`config.mk`:
```
export PLATFORM = sky130hd
export DESIGN_NAME = uart_rx_packer
export DESIGN_NICKNAME = d
export VERILOG_FILES = /design/src/rtl/uart_rx_packer.sv
export SDC_FILE = /design/constraint.sdc
export NUM_CORES = 1
export LEC_CHECK = 0
export BUFFER_PORTS_ARGS = -buffer_cell sky130_fd_sc_hd__buf_2
export CORE_AREA = 5 5 111 113
export DETAILED_ROUTE_END_ITERATION = 6
export DIE_AREA = 0 0 116 118
export GPL_TIMING_DRIVEN = 0
export HOLD_SLACK_MARGIN = 0.08
export PLACE_DENSITY = 0.83
export SYNTH_ARGS = -nofsm -noshare
export SYNTH_HDL_FRONTEND = slang
export SYNTH_SLANG_ARGS = --single-unit
export TNS_END_PERCENT = 5
```
`constraint.sdc`:
```
create_clock -name clk_i -period 9.3 [get_ports clk_i]
set_input_delay 0.93 -clock clk_i [delete_from_list [all_inputs] [get_ports clk_i]]
set_output_delay 0.93 -clock clk_i [all_outputs]
set_load 0.005 [all_outputs]
```
`src/rtl/uart_rx_packer.sv`:
```
// Oversampled 8N1 UART receiver that packs bytes LSB-first into 32-bit words.
// Define UART_RX_PARITY_EN to add an even-parity bit between data and stop.
module uart_rx_packer #(
    parameter int OVERSAMPLE = 16,
    parameter int IDLE_BITS  = 10
) (
    input  logic        clk_i,
    input  logic        reset_i,
    input  logic [31:0] prescaler,
    input  logic        rx_i,
    output logic [31:0] data_o,
    output logic [2:0]  width_o,
    output logic        valid_o,
    input  logic        ready_i,
    output logic        frame_err_o,
    output logic        overrun_o,
    output logic        parity_err_o
);
    localparam int SW = $clog2(OVERSAMPLE);
    localparam logic [SW-1:0] HALF_M1 = SW'(OVERSAMPLE / 2 - 1);
    localparam logic [SW-1:0] FULL_M1 = SW'(OVERSAMPLE - 1);
    localparam int IDLE_TICKS = IDLE_BITS * OVERSAMPLE;
    localparam int IW = $clog2(IDLE_TICKS + 1);
    localparam logic [IW-1:0] IDLE_MAX = IW'(IDLE_TICKS);

    localparam logic [2:0] S_IDLE  = 3'd0;
    localparam logic [2:0] S_START = 3'd1;
    localparam logic [2:0] S_DATA  = 3'd2;
    localparam logic [2:0] S_STOP  = 3'd4;
    localparam logic [2:0] S_BREAK = 3'd5;
`ifdef UART_RX_PARITY_EN
    localparam logic [2:0] S_PAR   = 3'd3;
`endif

    logic          r_rx_meta, r_rxs, r_rxs_d;
    logic [31:0]   r_presc, r_tick_cnt;
    logic [2:0]    r_state;
    logic [SW-1:0] r_sub;
    logic [2:0]    r_bit;
    logic [7:0]    r_shift;
    logic          r_par_bad;
    logic [IW-1:0] r_idle;
    logic          r_idle_run;
    logic [31:0]   r_pack;
    logic [2:0]    r_cnt;
    logic [31:0]   r_data;
    logic [2:0]    r_width;
    logic          r_valid;
    logic          r_ferr, r_ovr;

    logic w_tick, w_fall, w_sample, w_stop_smp;
    logic w_accept, w_timeout, w_want_move, w_move, w_hold_free;

    assign w_tick      = (r_tick_cnt == r_presc);
    assign w_fall      = r_rxs_d && !r_rxs;
    assign w_sample    = w_tick &&
                         (r_sub == ((r_state == S_START) ? HALF_M1 : FULL_M1));
    assign w_stop_smp  = w_sample && (r_state == S_STOP);
    assign w_accept    = w_stop_smp && r_rxs && !r_par_bad;
    assign w_timeout   = r_idle_run && (r_idle == IDLE_MAX);
    assign w_want_move = (r_cnt == 3'd4) || (w_timeout && (r_cnt != 3'd0));
    assign w_hold_free = !r_valid || ready_i;
    assign w_move      = w_want_move && w_hold_free;

    always_ff @(posedge clk_i) begin
        if (reset_i) begin
            r_rx_meta  <= 1'b1;
            r_rxs      <= 1'b1;
            r_rxs_d    <= 1'b1;
            r_tick_cnt <= '0;
            r_presc    <= prescaler;
        end else begin
            r_rx_meta <= rx_i;
            r_rxs     <= r_rx_meta;
            r_rxs_d   <= r_rxs;
            // New divider is latched only on wrap so a running count never overshoots it
            if (w_tick) begin
                r_tick_cnt <= '0;
                r_presc    <= prescaler;
            end else begin
                r_tick_cnt <= r_tick_cnt + 32'd1;
            end
        end
    end

    always_ff @(posedge clk_i) begin
        if (reset_i) begin
            r_state   <= S_IDLE;
            r_sub     <= '0;
            r_bit     <= '0;
            r_shift   <= '0;
            r_par_bad <= 1'b0;
        end else begin
            if (w_tick)
                r_sub <= w_sample ? '0 : r_sub + 1'b1;
            case (r_state)
                S_IDLE: if (w_fall) begin
                    r_state   <= S_START;
                    r_sub     <= '0;
                    r_par_bad <= 1'b0;
                end
                S_START: if (w_sample) begin
                    r_state <= r_rxs ? S_IDLE : S_DATA;
                    r_bit   <= '0;
                end
                S_DATA: if (w_sample) begin
                    r_shift <= {r_rxs, r_shift[7:1]};
                    r_bit   <= r_bit + 3'd1;
`ifdef UART_RX_PARITY_EN
                    if (r_bit == 3'd7) r_state <= S_PAR;
                end
                S_PAR: if (w_sample) begin
                    r_par_bad <= r_rxs ^ (^r_shift);
                    r_state   <= S_STOP;
`else
                    if (r_bit == 3'd7) r_state <= S_STOP;
`endif
                end
                S_STOP: if (w_sample)
                    r_state <= r_rxs ? S_IDLE : S_BREAK;
                S_BREAK: if (r_rxs)
                    r_state <= S_IDLE;
                default: r_state <= S_IDLE;
            endcase
        end
    end

    always_ff @(posedge clk_i) begin
        if (reset_i) begin
            r_idle     <= '0;
            r_idle_run <= 1'b0;
        end else if (r_state == S_IDLE && w_fall) begin
            r_idle     <= '0;
            r_idle_run <= 1'b0;
        end else if (w_stop_smp) begin
            r_idle     <= '0;
            r_idle_run <= 1'b1;
        end else if (w_tick && r_idle_run && r_idle != IDLE_MAX) begin
            r_idle <= r_idle + 1'b1;
        end
    end

    always_ff @(posedge clk_i) begin
        if (reset_i) begin
            r_pack  <= '0;
            r_cnt   <= '0;
            r_data  <= '0;
            r_width <= '0;
            r_valid <= 1'b0;
            r_ferr  <= 1'b0;
            r_ovr   <= 1'b0;
        end else begin
            r_ferr <= w_stop_smp && !r_rxs;
            r_ovr  <= w_accept && (r_cnt == 3'd4) && !w_move;
            // A byte landing on a move cycle starts the next word in lane 0
            if (w_accept) begin
                if (w_move) begin
                    r_pack <= {24'd0, r_shift};
                    r_cnt  <= 3'd1;
                end else if (r_cnt != 3'd4) begin
                    r_pack[{r_cnt[1:0], 3'b000} +: 8] <= r_shift;
                    r_cnt <= r_cnt + 3'd1;
                end
            end else if (w_move) begin
                r_pack <= '0;
                r_cnt  <= '0;
            end
            if (w_move) begin
                r_data  <= r_pack;
                r_width <= r_cnt;
                r_valid <= 1'b1;
            end else if (ready_i) begin
                r_valid <= 1'b0;
            end
        end
    end

`ifdef UART_RX_PARITY_EN
    logic r_perr;
    always_ff @(posedge clk_i) begin
        if (reset_i) r_perr <= 1'b0;
        else         r_perr <= w_stop_smp && r_rxs && r_par_bad;
    end
    assign parity_err_o = r_perr;
`else
    assign parity_err_o = 1'b0;
`endif

    assign data_o      = r_data;
    assign width_o     = r_width;
    assign valid_o     = r_valid;
    assign frame_err_o = r_ferr;
    assign overrun_o   = r_ovr;
endmodule

```
-- Yosys cells after proc, flatten, opt, wreduce, memory -nomap -nowiden
Cells that the tools add are included.
- input bits: 36
- output and inout port bits: 39
- register bits: 167
- add/subtract/negate cells: 6
- eq/ne operators: 17
- shift-type cells: 2
- mux-type cells: 30
- reductions and logical operators: 32
- operators with widths (operator ; count):
    2-to-1 mux 32 bit ; 6
    2-to-1 mux 3 bit ; 13
    adder 32 x 1 -> 32 bit (second input constant) ; 1
    bitwise mux 32 bit ; 1
    == test 32 bit ; 1
    variable shift 8 x 7 -> 32 bit (first input constant) ; 1
    variable part select 8 x 7 -> 32 bit ; 1
    2-to-1 mux 4 bit ; 5
    one-hot mux 3 bit (5 select lines) ; 1
    logical AND 1 bit ; 13
    == test 3 bit (second input constant) ; 4
    inequality test 2 bit (second input constant) ; 6
    nonzero test 2 bit ; 5
    adder 8 x 1 -> 8 bit (second input constant) ; 1
    == test 8 bit (second input constant) ; 1
    inequality test 8 bit (second input constant) ; 1
    negation 5 -> 7 bit ; 1
    adder 3 x 1 -> 3 bit (second input constant) ; 2
    one-hot mux 3 bit (2 select lines) ; 1
    AND reduction 6 bit ; 1
    adder 4 x 1 -> 4 bit (second input constant) ; 1
    == test 4 bit ; 1
    AND reduction 2 bit ; 2
    OR reduction 2 bit ; 2
    11 further kinds ; 15

-- Depth between registers and ports, before layout
- depth after elaboration: 8
- mapped depth: 10

-- Worst setup path after synthesis
OpenSTA, ideal clock, no wires.
- kind: register to register
- start point: register r_presc[19]
- end point: register r_presc[0], enable pin
- path slack: 6267 ps
- period minus slack after synthesis: 3033 ps
- data arrival time: 2624 ps
- cell stages (with the launch flop): 9
- buffers on the path: 3
- cell sequence: edfxtp_1 xor2_1 nor4_1 and4_1 buf_2 nand2_2 buf_2 nand2_1 clkbuf_1
- cells in the longest elaborated chain, start to end: 2
- RTL lines (item ; RTL line ; text):
    from (decl) ; 36 ; logic [31:0] r_presc, r_tick_cnt;
    from (signal assigned) ; 71 ; r_presc <= prescaler;
    from (signal assigned) ; 79 ; r_presc <= prescaler;
    == test 32 bit ; 54 ; assign w_tick = (r_tick_cnt == r_presc);
    nonzero test 2 bit (no line) ; -- ;
No other way between the ends.
A chain may end at the register's enable or synchronous reset.

-- Worst setup path in the final report
- start point: register r_cnt[0]
- end point: register r_pack[23]
- cells in the longest elaborated chain, start to end: 6
- elaborated cells between the ends (all ways): 16
- RTL lines (item ; RTL line ; text):
    from (decl) ; 45 ; logic [2:0] r_cnt;
    from (signal assigned) ; 162 ; r_cnt <= r_cnt + 3'd1;
    negation 5 -> 7 bit or nonzero test 3 bit (tied branches) ; 161, 61 ;
    variable part select 8 x 7 -> 32 bit (tied with other cells) ; 161 ; r_pack[{r_cnt[1:0], 3'b000} +: 8] <= r_shift;
    bitwise mux 32 bit or logical OR 1 bit (tied branches) ; 161, 61 ;
    2-to-1 mux 32 bit or logical AND 1 bit (tied branches) ; 160, 63 ;
    2-to-1 mux 32 bit or nonzero test 2 bit (tied branches) ; -- ;
    2-to-1 mux 32 bit or AND reduction 2 bit (tied branches) ; -- ;
    to (signal assigned) ; 158 ; r_pack <= {24'd0, r_shift};
    to (signal, indexed assignment) ; 161 ;
    to (decl) ; 44 ; logic [31:0] r_pack;
Parallel ways exist; a longest one is shown, timed or not. The select of a mux whose other input is x is not followed.

==> metrics <==
Worst Path Arrival=3460 ps; TritonCTS Buffers=17; Leakage=about 3.2 nW; status=finished, final reports clean; FFs w/ async S/R, synth=0%; antenna violations before repair=0; CP Launch Type=flop; number of synthesized flops with an enable pin=32; CTS sink cnt=167; Simple-Gate Fraction of Synth Area=between 20% and 30%; Yosys top cell by area=dfxtp_1; Total GRT Usage=between 20% and 30%; Main synth FF type=dfxtp_1; Synth cell types=57; critical path, cell by cell=inv_1 -> ha_1 -> and2_0 -> clkbuf_1 -> o21ai_1 -> nand2_1 -> a41oi_2 -> a22o_1; drt drc=0; min-delay worst type=flop to flop; cell area after synthesis=around 6900 sq um; pre-CTS setup slack=between 6000 and 7000 ps; Pwr Density=roughly 180 nW/um^2; adder-cell share of the synthesized area=about 2%; number of fill cells=804; antenna diode count=0; r2r setup slk=approximately 6200 ps; final HPWL from detailed placement=approximately 11000 um; Final Setup Violations=0; core footprint=between 10000 and 15000 sq um; post-route minimum period=3090 ps; XOR/XNOR share of the synthesized area=under 10%; H-tree levels=4; Tot Pwr=approximately 0.0015 W; synth cell count leaders=135 x dfxtp_1, 91 x nand2_1, 63 x nor2_1; TritonCTS clock tree=done; Clk Latency, worst-skew pair=about 430 ps; top-count cell post-synth=dfxtp_1; worst-case headroom to the max-slew limit=roughly a third; deepest clock path buffer count=2; unrepaired setup endpoints after global routing=false; Starting DRT DRC Count=slightly above 300; Nets=approximately 830; final antenna-violating net count=0; Crit path required time=just under 10000 ps; top achievable clock speed=323 MHz; number of synthesized register bits=around 170; clock root buffer=clkbuf_16; synthesized instance count=688; CP Capture Type=flop; max_cap viols=0; Final Slew Violations=0; syn nets=735; highest-delay cell along the critical path=o21ai_1; YS warnings=0; Final Hold Fails=0; largest family of logic cells by synthesized area=simple AND/OR/NAND/NOR gates; Critical Path Max Stage Delay=~790 ps; Initial Utilization=roughly 61%; global route total overflow=0; Placer Congestion=~0.86; DR pass1 iterations=4; std cell rows=39; vias in the first global route=roughly 5400; Die Span X=116 um; clock transition at the registers of the reported paths=60 ps; Yosys top cell area share=between 30% and 40%; via/cell ratio=approximately 5.7; Worst Setup Slack, final=approximately 6200 ps; Crit Path Max Fanout=10; DR vias=~5300; Area Overhead vs Synth=16.4%; final worst path period share=between 30 and 40%; Setup TNS Final=0 ps; Post-CTS Resized=0; register area share after synthesis=a little over half; Mean Syn Cell Area=roughly 10 sq um; CP top delay family=compound AO/OA/AOI/OAI gates; DR WL/cell=~16 um; Area contributors post-synth=dfxtp_1 39%, edfxtp_1 14%, xor2_1 6.4%, nand2_1 5.0%, nor2_1 3.4%; Crit path buffers/inverters=2; Die Y=between 100 and 150 um; Worst-Margin Slew=between 900 and 1000 ps; PortBufs=73; first-pass GRT wire length=roughly 25000 um; Max rail drop VDD=around 0.15 mV; compound-gate portion of the synthesized area=roughly 9.8%; WL final=14900 um; io pins=75; largest net degree at the start of global routing=42; share of cells above drive strength 1=17.0%; Layout Skew=roughly 7.8 ps; CP Class=flop to flop; postcts setup bufs=0; Die ar.=approximately 14000 sq um; # hold bufs at CTS=0; mux cell area share after synthesis=~1.6%
-- cells by family (layout without fill, tap and decap cells) --
| group | Yosys count | count (layout) |
|---|---|---|
| compound gates | 101 | 101 |
| other cells | 1 | 1 |
| xor+xnor | 68 | 68 |
| buf+inv | 45 | 149 |
| mux | 11 | 11 |
| flops | 167 | 167 |
| fa+ha+maj | 11 | 11 |
| simple gates | 284 | 284 |
-- power breakdown --
part | total, W | internal, W | switching [W] | leakage, nW
combinational | 0.0000376 | 0.0000145 | 0.0000230 | 1.52
sequential | 0.000754 | 0.000748 | 0.00000589 | 1.40
clock | 0.000680 | 0.000405 | 0.000275 | 0.282
-- registers in the layout (all words and copies together) (netlist names) --
| name | cells |
|---|---|
| r_idle | 8 |
| r_state | 3 |
| valid_o | 1 |
| r_rx_meta | 1 |
| frame_err_o | 1 |
| r_tick_cnt | 32 |
| data_o | 32 |
| r_shift | 8 |
| r_idle_run | 1 |
| r_cnt | 3 |
| width_o | 3 |
| r_pack | 32 |
| r_rxs_d | 1 |
| r_rxs | 1 |
| r_sub | 4 |
| overrun_o | 1 |
| r_presc | 32 |
| r_bit | 3 |
-- layer usage --
layer	global-route usage, %	wire, um	up-vias
met2	39.6	7530	158
met1	25.0	5980	2487
met3	5.86	793	52
li1	-	-	2598
met5	0	0	-
met4	12.1	569	0
-- worst paths after layout --
check,cells after the start,endpoint,startpoint
worst max-delay path,8,r_pack[23]$_SDFFE_PP0P_,r_cnt[0]$_SDFFE_PP0P_
worst min-delay path,1,r_rxs$_SDFF_PP1_,r_rx_meta$_SDFF_PP1_
worst max register to register,8,r_pack[23]$_SDFFE_PP0P_,r_cnt[0]$_SDFFE_PP0P_
worst min register to register,1,r_rxs$_SDFF_PP1_,r_rx_meta$_SDFF_PP1_
-- cells in the final DEF (no fill, tap or decap), drive strengths merged, types with 8 or more instances in the layout --
cell type  netlist  routed
dfxtp          135     135
nand2           92      92
buf             16      89
nor2            64      64
xor2            50      50
a21oi           45      45
clkbuf          19      40
nand3           36      36
edfxtp          32      32
xnor2           18      18
nor4            17      17
a22o            16      16
inv             10      13
nand4           12      12
mux2i           11      11
ha              11      11
nor3b           10      10
nor3            10      10
o21ai            9       9
or3              8       8
a21o             8       8
and3             8       8
o31ai            8       8
-- layout make-up --
class | count | area, sq um | area share [%]
Multi-Input combinational cell | 476 | 3010 | 37.6
Clock buffer | 21 | 493 | 6.16
Sequential cell | 167 | 3660 | 45.8
Buffer | 35 | 169 | 2.11
Timing Repair Buffer | 73 | 365 | 4.56
Clock inverter | 10 | 90.1 | 1.13
Tap cell | 143 | 179 | 2.23
Inverter | 10 | 37.5 | 0.469
-- per-stage QoR --
stage / hold WS, ps / area, sq um / std cells / util, %
after CTS: 421 / 8010 / 935 / 71.3
after floorplan: 389 / 6880 / 688 / -
after global routing: 446 / 8010 / 935 / 71.3
after detailed placement: 403 / 7420 / 904 / 66.1
final: 417 / 8010 / 935 / 71.3
after global placement: 400 / 7420 / 904 / 66.1
Power figures use the tool's default switching activity.
